File: src/rtl/regfile_arbiter_if.sv
// regfile_arbiter_if: request/response bundle between the two requesters and regfile_arbiter.
interface regfile_arbiter_if;
    logic [1:0]  req_valid;
    logic [1:0]  req_we;
    logic [1:0]  req_lock;
    logic [9:0]  req_waddr;
    logic [63:0] req_wdata;
    logic [9:0]  req_raddrA;
    logic [9:0]  req_raddrB;
    logic [1:0]  req_ready;
    logic [1:0]  rsp_valid;
    logic [31:0] rsp_dataA;
    logic [31:0] rsp_dataB;
    modport master (
        output req_valid, req_we, req_lock, req_waddr, req_wdata, req_raddrA, req_raddrB,
        input  req_ready, rsp_valid, rsp_dataA, rsp_dataB
    );
    modport slave (
        input  req_valid, req_we, req_lock, req_waddr, req_wdata, req_raddrA, req_raddrB,
        output req_ready, rsp_valid, rsp_dataA, rsp_dataB
    );
endinterface

File: src/rtl/regfile_arbiter.sv
// regfile_arbiter: two-requester arbiter with bounded lockable grants in front of a 2R1W regfile.
// Define REGARB_ROUND_ROBIN_EN for round-robin arbitration; otherwise req0 has fixed priority.
module regfile_arbiter #(
    parameter int MAX_LOCK = 8
) (
    input  logic             clock,
    input  logic             ctrl_reset,
    regfile_arbiter_if.slave bus,
    output logic             ctrl_writeEnable,
    output logic [4:0]       ctrl_writeReg,
    output logic [31:0]      data_writeReg,
    output logic [4:0]       ctrl_readRegA,
    output logic [4:0]       ctrl_readRegB,
    input  logic [31:0]      data_readRegA,
    input  logic [31:0]      data_readRegB,
    output logic             lock_active
);
    localparam int CW = $clog2(MAX_LOCK + 1);
    typedef enum logic [1:0] {IDLE, LOCK0, LOCK1} state_t;
    state_t state, state_nxt;
    logic [CW-1:0] cnt, cnt_nxt;
    logic last, fav, fav_sel, fav_nxt, fav_sel_nxt;
    logic g, idle_g, locked, xfer, rd, rel;
    logic [1:0] ready;
    logic [4:0] waddr;
    always_comb begin
        // fav steers the first IDLE arbitration after a forced lock release
`ifdef REGARB_ROUND_ROBIN_EN
        idle_g = &bus.req_valid ? (fav ? fav_sel : ~last) : bus.req_valid[1];
`else
        idle_g = &bus.req_valid ? (fav ? fav_sel : 1'b0) : bus.req_valid[1];
`endif
        locked = state != IDLE;
        g = locked ? (state == LOCK1) : idle_g;
        ready = bus.req_valid & (g ? 2'b10 : 2'b01);
        xfer = |ready;
        rd = xfer && !bus.req_we[g];
        waddr = g ? bus.req_waddr[9:5] : bus.req_waddr[4:0];
        ctrl_writeEnable = xfer && bus.req_we[g] && waddr != 5'd0;
        ctrl_writeReg = xfer ? waddr : 5'd0;
        data_writeReg = xfer ? (g ? bus.req_wdata[63:32] : bus.req_wdata[31:0]) : 32'd0;
        ctrl_readRegA = xfer ? (g ? bus.req_raddrA[9:5] : bus.req_raddrA[4:0]) : 5'd0;
        ctrl_readRegB = xfer ? (g ? bus.req_raddrB[9:5] : bus.req_raddrB[4:0]) : 5'd0;
        rel = locked && (int'(cnt) + 1 >= MAX_LOCK - 1);
        state_nxt = locked ? ((rel || (xfer && !bus.req_lock[g])) ? IDLE : state)
                           : ((xfer && bus.req_lock[g]) ? (g ? LOCK1 : LOCK0) : IDLE);
        cnt_nxt = (locked && state_nxt != IDLE) ? cnt + CW'(1) : '0;
        fav_nxt = rel ? 1'b1 : (!locked && |bus.req_valid) ? 1'b0 : fav;
        fav_sel_nxt = rel ? ~g : fav_sel;
    end
    assign bus.req_ready = ready;
    assign lock_active = locked;
    always_ff @(posedge clock or posedge ctrl_reset) begin
        if (ctrl_reset) begin
            state <= IDLE;
            cnt <= '0;
            last <= 1'b1;
            fav <= 1'b0;
            fav_sel <= 1'b0;
            bus.rsp_valid <= 2'b00;
            bus.rsp_dataA <= 32'd0;
            bus.rsp_dataB <= 32'd0;
        end else begin
            state <= state_nxt;
            cnt <= cnt_nxt;
            fav <= fav_nxt;
            fav_sel <= fav_sel_nxt;
            if (xfer) last <= g;
            bus.rsp_valid <= rd ? ready : 2'b00;
            if (rd) begin
                bus.rsp_dataA <= data_readRegA;
                bus.rsp_dataB <= data_readRegB;
            end
        end
    end
endmodule

File: src/flat_wrapper.sv
// flat-port wrapper written by rule: the top's interface ports become plain ports
module regfile_arbiter_flat 
#(
    parameter int MAX_LOCK = 8
)
  (clock, ctrl_reset, ctrl_writeEnable, ctrl_writeReg, data_writeReg, ctrl_readRegA, ctrl_readRegB, data_readRegA, data_readRegB, lock_active, bus_req_valid, bus_req_we, bus_req_lock, bus_req_waddr, bus_req_wdata, bus_req_raddrA, bus_req_raddrB, bus_req_ready, bus_rsp_valid, bus_rsp_dataA, bus_rsp_dataB);
  regfile_arbiter_if bus_i ();
  input  logic clock;
  input  logic ctrl_reset;
  output logic ctrl_writeEnable;
  output logic [4:0] ctrl_writeReg;
  output logic [31:0] data_writeReg;
  output logic [4:0] ctrl_readRegA;
  output logic [4:0] ctrl_readRegB;
  input  logic [31:0] data_readRegA;
  input  logic [31:0] data_readRegB;
  output logic lock_active;
  input wire logic [$bits(bus_i.req_valid)-1:0] bus_req_valid;
  input wire logic [$bits(bus_i.req_we)-1:0] bus_req_we;
  input wire logic [$bits(bus_i.req_lock)-1:0] bus_req_lock;
  input wire logic [$bits(bus_i.req_waddr)-1:0] bus_req_waddr;
  input wire logic [$bits(bus_i.req_wdata)-1:0] bus_req_wdata;
  input wire logic [$bits(bus_i.req_raddrA)-1:0] bus_req_raddrA;
  input wire logic [$bits(bus_i.req_raddrB)-1:0] bus_req_raddrB;
  output wire logic [$bits(bus_i.req_ready)-1:0] bus_req_ready;
  output wire logic [$bits(bus_i.rsp_valid)-1:0] bus_rsp_valid;
  output wire logic [$bits(bus_i.rsp_dataA)-1:0] bus_rsp_dataA;
  output wire logic [$bits(bus_i.rsp_dataB)-1:0] bus_rsp_dataB;
  assign bus_i.req_valid = bus_req_valid;
  assign bus_i.req_we = bus_req_we;
  assign bus_i.req_lock = bus_req_lock;
  assign bus_i.req_waddr = bus_req_waddr;
  assign bus_i.req_wdata = bus_req_wdata;
  assign bus_i.req_raddrA = bus_req_raddrA;
  assign bus_i.req_raddrB = bus_req_raddrB;
  assign bus_req_ready = bus_i.req_ready;
  assign bus_rsp_valid = bus_i.rsp_valid;
  assign bus_rsp_dataA = bus_i.rsp_dataA;
  assign bus_rsp_dataB = bus_i.rsp_dataB;
  regfile_arbiter #(.MAX_LOCK(MAX_LOCK)) u_core (.clock(clock), .ctrl_reset(ctrl_reset), .bus(bus_i), .ctrl_writeEnable(ctrl_writeEnable), .ctrl_writeReg(ctrl_writeReg), .data_writeReg(data_writeReg), .ctrl_readRegA(ctrl_readRegA), .ctrl_readRegB(ctrl_readRegB), .data_readRegA(data_readRegA), .data_readRegB(data_readRegB), .lock_active(lock_active));
endmodule
File: config.mk
export PLATFORM = sky130hd
export DESIGN_NAME = regfile_arbiter_flat
export DESIGN_NICKNAME = d
export VERILOG_FILES = /design/src/rtl/regfile_arbiter_if.sv /design/src/rtl/regfile_arbiter.sv /design/src/flat_wrapper.sv
export SDC_FILE = /design/constraint.sdc
export NUM_CORES = 1
export LEC_CHECK = 0
export ABC_AREA = 1
export BUFFER_PORTS_ARGS = -buffer_cell sky130_fd_sc_hd__buf_4
export CAP_MARGIN = 20
export CORE_AREA = 2 2 111 113
export CTS_CLUSTER_SIZE = 8
export DETAILED_ROUTE_END_ITERATION = 6
export DIE_AREA = 0 0 113 115
export PLACE_DENSITY = 0.73
export SYNTH_ARGS = -nofsm -noshare
export SYNTH_HDL_FRONTEND = slang
export SYNTH_SLANG_ARGS = --single-unit
export TNS_END_PERCENT = 1
File: constraint.sdc
create_clock -name clock -period 2.1 [get_ports clock]
set_input_delay 0.315 -clock clock [delete_from_list [all_inputs] [get_ports clock]]
set_output_delay 0.315 -clock clock [all_outputs]
set_load 0.005 [all_outputs]
==> run_summary.xml <==
<?xml version="1.0" encoding="UTF-8"?>
<metrics>
  <group name="floorplanning">
    <metric name="start_util" unit="%">34.80</metric>
    <metric name="fp.coreArea" unit="sq mm">0.01181</metric>
    <metric name="die_area" unit="sq mm">0.01300</metric>
    <metric name="num_io_pins" unit="">283</metric>
    <metric name="rows" unit="">40</metric>
    <metric name="chipWidth" unit="um">113</metric>
    <metric name="die_h" unit="um">115</metric>
  </group>
  <group name="drt">
    <metric name="final_antenna_net_count" unit="">0</metric>
    <metric name="drt-pass1-iter-count" unit="">7</metric>
    <metric name="drt-vias-per-instance" unit="">4.466</metric>
    <metric name="drcViolationCount" unit="">16</metric>
    <metric name="routed_wirelength" unit="mm">14.02</metric>
    <metric name="dr_total_vias" unit="">4613</metric>
    <metric name="drt-wirelength-per-cell" unit="um">13.57</metric>
    <metric name="drt_iter0_drc" unit="">297</metric>
  </group>
  <group name="power">
    <metric name="pwr_density_cell" unit="mW/mm^2">1260</metric>
    <metric name="power.ir.vdd_worst" unit="V">0.0005938</metric>
    <metric name="cellLeakagePower" unit="nW">4.209</metric>
  </group>
  <group name="timing">
    <metric name="period_needed" unit="ps">2115</metric>
    <metric name="report.final.setup_viol" unit="">1</metric>
    <metric name="post-route-worst-setup-slack" unit="ps">-15.17</metric>
    <metric name="fin_setup_tns" unit="ps">-15.17</metric>
    <metric name="finalHoldViolations" unit="">0</metric>
    <metric name="fmaxAchievable" unit="GHz">0.4728</metric>
    <metric name="grt_setup_unrepaired" unit="">true</metric>
    <metric name="slew_violations" unit="">0</metric>
    <metric name="final.period_utilization" unit="%">100.7</metric>
    <metric name="fin_worst_skew" unit="ps">11.05</metric>
  </group>
  <group name="global_route">
    <metric name="first_global_vias" unit="">4253</metric>
    <metric name="gr-total-overflow" unit="">0</metric>
    <metric name="antenna_found_initial" unit="">0</metric>
    <metric name="grt_max_degree" unit="">66</metric>
    <metric name="grt_first_pass_wirelength" unit="mm">21.67</metric>
    <metric name="grt_util_all_layers" unit="%">20.66</metric>
  </group>
  <group name="run">
    <metric name="max_cap_violations" unit="">0</metric>
  </group>
  <group name="synthesis">
    <metric name="async_flop_share" unit="%">100.0</metric>
    <metric name="synth_warnings" unit="">0</metric>
    <metric name="synth_fp_nets" unit="">767</metric>
    <metric name="ys_ff_latch" unit="">74</metric>
    <metric name="synth-main-ff-cell" unit="">dfrtp_1</metric>
    <metric name="synth_edf_count" unit="">0</metric>
    <metric name="post_synthesis_cells" unit="">599</metric>
    <metric name="synth.avg_cell_area" unit="sq um">6.862</metric>
    <metric name="ys_types" unit="">23</metric>
    <metric name="post_synth_instance_area" unit="sq mm">0.004110</metric>
    <metric name="seq_area_frac_synth" unit="%">45.05</metric>
  </group>
  <group name="worst_setup_path">
    <metric name="worst_ep_required_time" unit="ps">1780</metric>
    <metric name="timing.critical_path.fanout_max" unit="">8</metric>
    <metric name="critical_path.startpoint_type" unit="">flip-flop</metric>
    <metric name="worstPathArrival" unit="ps">1800</metric>
    <metric name="cp-end-kind" unit="">output port</metric>
    <metric name="setup.worst_path.class" unit="">reg -&gt; out</metric>
  </group>
  <group name="cts">
    <metric name="cts_buffer_depth" unit="">2</metric>
    <metric name="cts.clk_slew.worst_paths" unit="ps">60</metric>
    <metric name="cts-buffers-inserted" unit="">9</metric>
    <metric name="cts.root.buffer_cell" unit="">clkbuf_16</metric>
    <metric name="cts.sink_count" unit="">74</metric>
    <metric name="worst_skew_pair.late_latency" unit="ps">330</metric>
    <metric name="ctsHtreeMaxLevel" unit="">3</metric>
    <metric name="cts_tree" unit="">yes</metric>
  </group>
  <group name="worst_hold_path">
    <metric name="holdCritPathClass" unit="">in -&gt; reg</metric>
  </group>
  <group name="place">
    <metric name="detailedPlacementHpwl" unit="mm">10.37</metric>
    <metric name="placement.io_buffers" unit="">282</metric>
    <metric name="final_replace_weighted_congestion" unit="">0.8840</metric>
    <metric name="place_area" unit="sq mm">0.006350</metric>
    <metric name="dp_slack" unit="ps">106.5</metric>
  </group>
  <group name="outcome">
    <metric name="outcome" unit="">finished with violations</metric>
    <metric name="violations" unit="">DRC, setup timing</metric>
  </group>
  <group name="cells_and_area">
    <metric name="fill_cells" unit="">1115</metric>
    <metric name="num-nets-final" unit="">1049</metric>
    <metric name="leading_cell_types_in_the_layout_fill_and_taps_excluded" unit="">nand2_1, buf_4, dfrtp_1</metric>
    <metric name="insertedDiodeCount" unit="">0</metric>
    <metric name="final_common_cell" unit="">nand2_1</metric>
    <metric name="finalInstanceArea" unit="sq mm">0.006809</metric>
    <metric name="area_delta_synth_final" unit="%">65.66</metric>
    <metric name="final_layout_size_suffix_gt1_share" unit="%">38.60</metric>
  </group>
</metrics>
worst max-delay path: stages, from the launching register on:
cell and delay [ps]:
dfrtp_1 340, nand2_1 60, nand2_1 70, nand2_2 60
nand2_4 100, nand2_8 90, buf_6 150, or2_1 220
o21ai_2 70, nand2_1 70, nor2_1 80, nor2_1 40
buf_4 130
final timing paths:
kind / from / end / slack, ps / depth (start not counted)
min in group asynchronous: ctrl_reset / u_core.bus.rsp_dataB[1]$_DFFE_PP0P_ / 530 / 3
hold reg to reg: u_core.fav$_DFFE_PP0P_ / u_core.fav$_DFFE_PP0P_ / 500 / 1
setup reg to reg: u_core.fav_sel$_DFFE_PP0P_ / u_core.bus.rsp_dataB[29]$_DFFE_PP0P_ / 320 / 13
max in group asynchronous: ctrl_reset / u_core.state[1]$_DFF_PP0_ / 940 / 4
setup / recovery: u_core.fav_sel$_DFFE_PP0P_ / ctrl_writeEnable / -20 / 12
hold / removal: data_readRegB[10] / u_core.bus.rsp_dataB[10]$_DFFE_PP0P_ / 180 / 3
metrics by stage:
step	power, W	cells	util [%]	hold slack [ps]
6_report	0.008582	1033	57.65	178.2
3_3_place_gp	0.006786	1008	53.76	319.2
5_1_grt	0.009284	1033	57.65	168.4
3_5_place_dp	0.006838	1008	53.76	323.4
4_1_cts	0.008434	1025	56.51	168.7
2_1_floorplan	0.004569	599	-	424.6
sequential cells by signal, summed over array words and instances, names as in the netlist:
signal and count:
u_core.bus.rsp_valid 2, u_core.bus.rsp_dataB 32, u_core.bus.rsp_dataA 32, u_core.cnt 4, u_core.fav_sel 1, u_core.fav 1, u_core.state 2
per-layer routing:
metal / global-route usage, % / share of wire, % / wire length (um)
met3: 5.851 / 8.4 / 1174
met4: 5.935 / 1.8 / 251
met5: 0 / 0 / 0
met2: 34.21 / 49 / 6922
met1: 26.61 / 40 / 5668
kinds of logic (layout without fill, tap and decap cells):
kind of cell | count (synthesis) | in the layout | share of synthesized area (%)
adder cells (fa/ha/maj) | 2 | 2 | 0.6087
buffers and inverters | 97 | 384 | 11.48
AND/OR/NAND/NOR | 412 | 412 | 40.79
other | 1 | 1 | 0.09124
flip-flops | 74 | 74 | 45.05
AO/OA/AOI/OAI | 13 | 13 | 1.979
area by class of cell:
| cell class | instances | area, sq um | share of cell area, % |
|---|---|---|---|
| Clock buffer | 10 | 229.0 | 3.363 |
| Multi-Input combinational cell | 428 | 1831 | 26.88 |
| Tap cell | 147 | 183.9 | 2.701 |
| Sequential cell | 74 | 1852 | 27.20 |
| Clock inverter | 6 | 65.06 | 0.9555 |
| Timing Repair Buffer | 305 | 2396 | 35.19 |
| Inverter | 63 | 252.7 | 3.712 |
repair_timing:
action | CTS | global route
hold endpoints to repair | 14 | 0
setup endpoints to repair | 48 | 46
resized for setup | 4 | 16
pin swaps | 0 | 2
cloned | 0 | 1
hold buffers | 1 | 0
buffers inserted | 0 | 7
synthesized netlist by cell type, types with 2 or more instances:
cell	n	area [sq um]
o21ai_1	2	10.01
buf_4	5	37.54
nand2_2	6	37.54
o21ai_0	6	30.03
o21ai_2	2	17.52
nand2_1	316	1186
or2_1	2	12.51
inv_1	59	221.5
nor2_1	15	56.30
ha_1	2	25.02
dfrtp_1	74	1852
nand3_1	69	345.3
inv_2	3	11.26
buf_6	8	90.09
nand2_4	2	22.52
buf_2	21	105.1
power by group:
part | leakage, nW | internal, W | switching [W]
Clock | 0.143 | 0.000922 | 0.000590
Sequential | 0.921 | 0.00210 | 0.000414
Combinational | 3.15 | 0.00237 | 0.00219
Total | 4.21 | 0.00539 | 0.00319
Note: power is estimated with default switching activity, not from simulation.
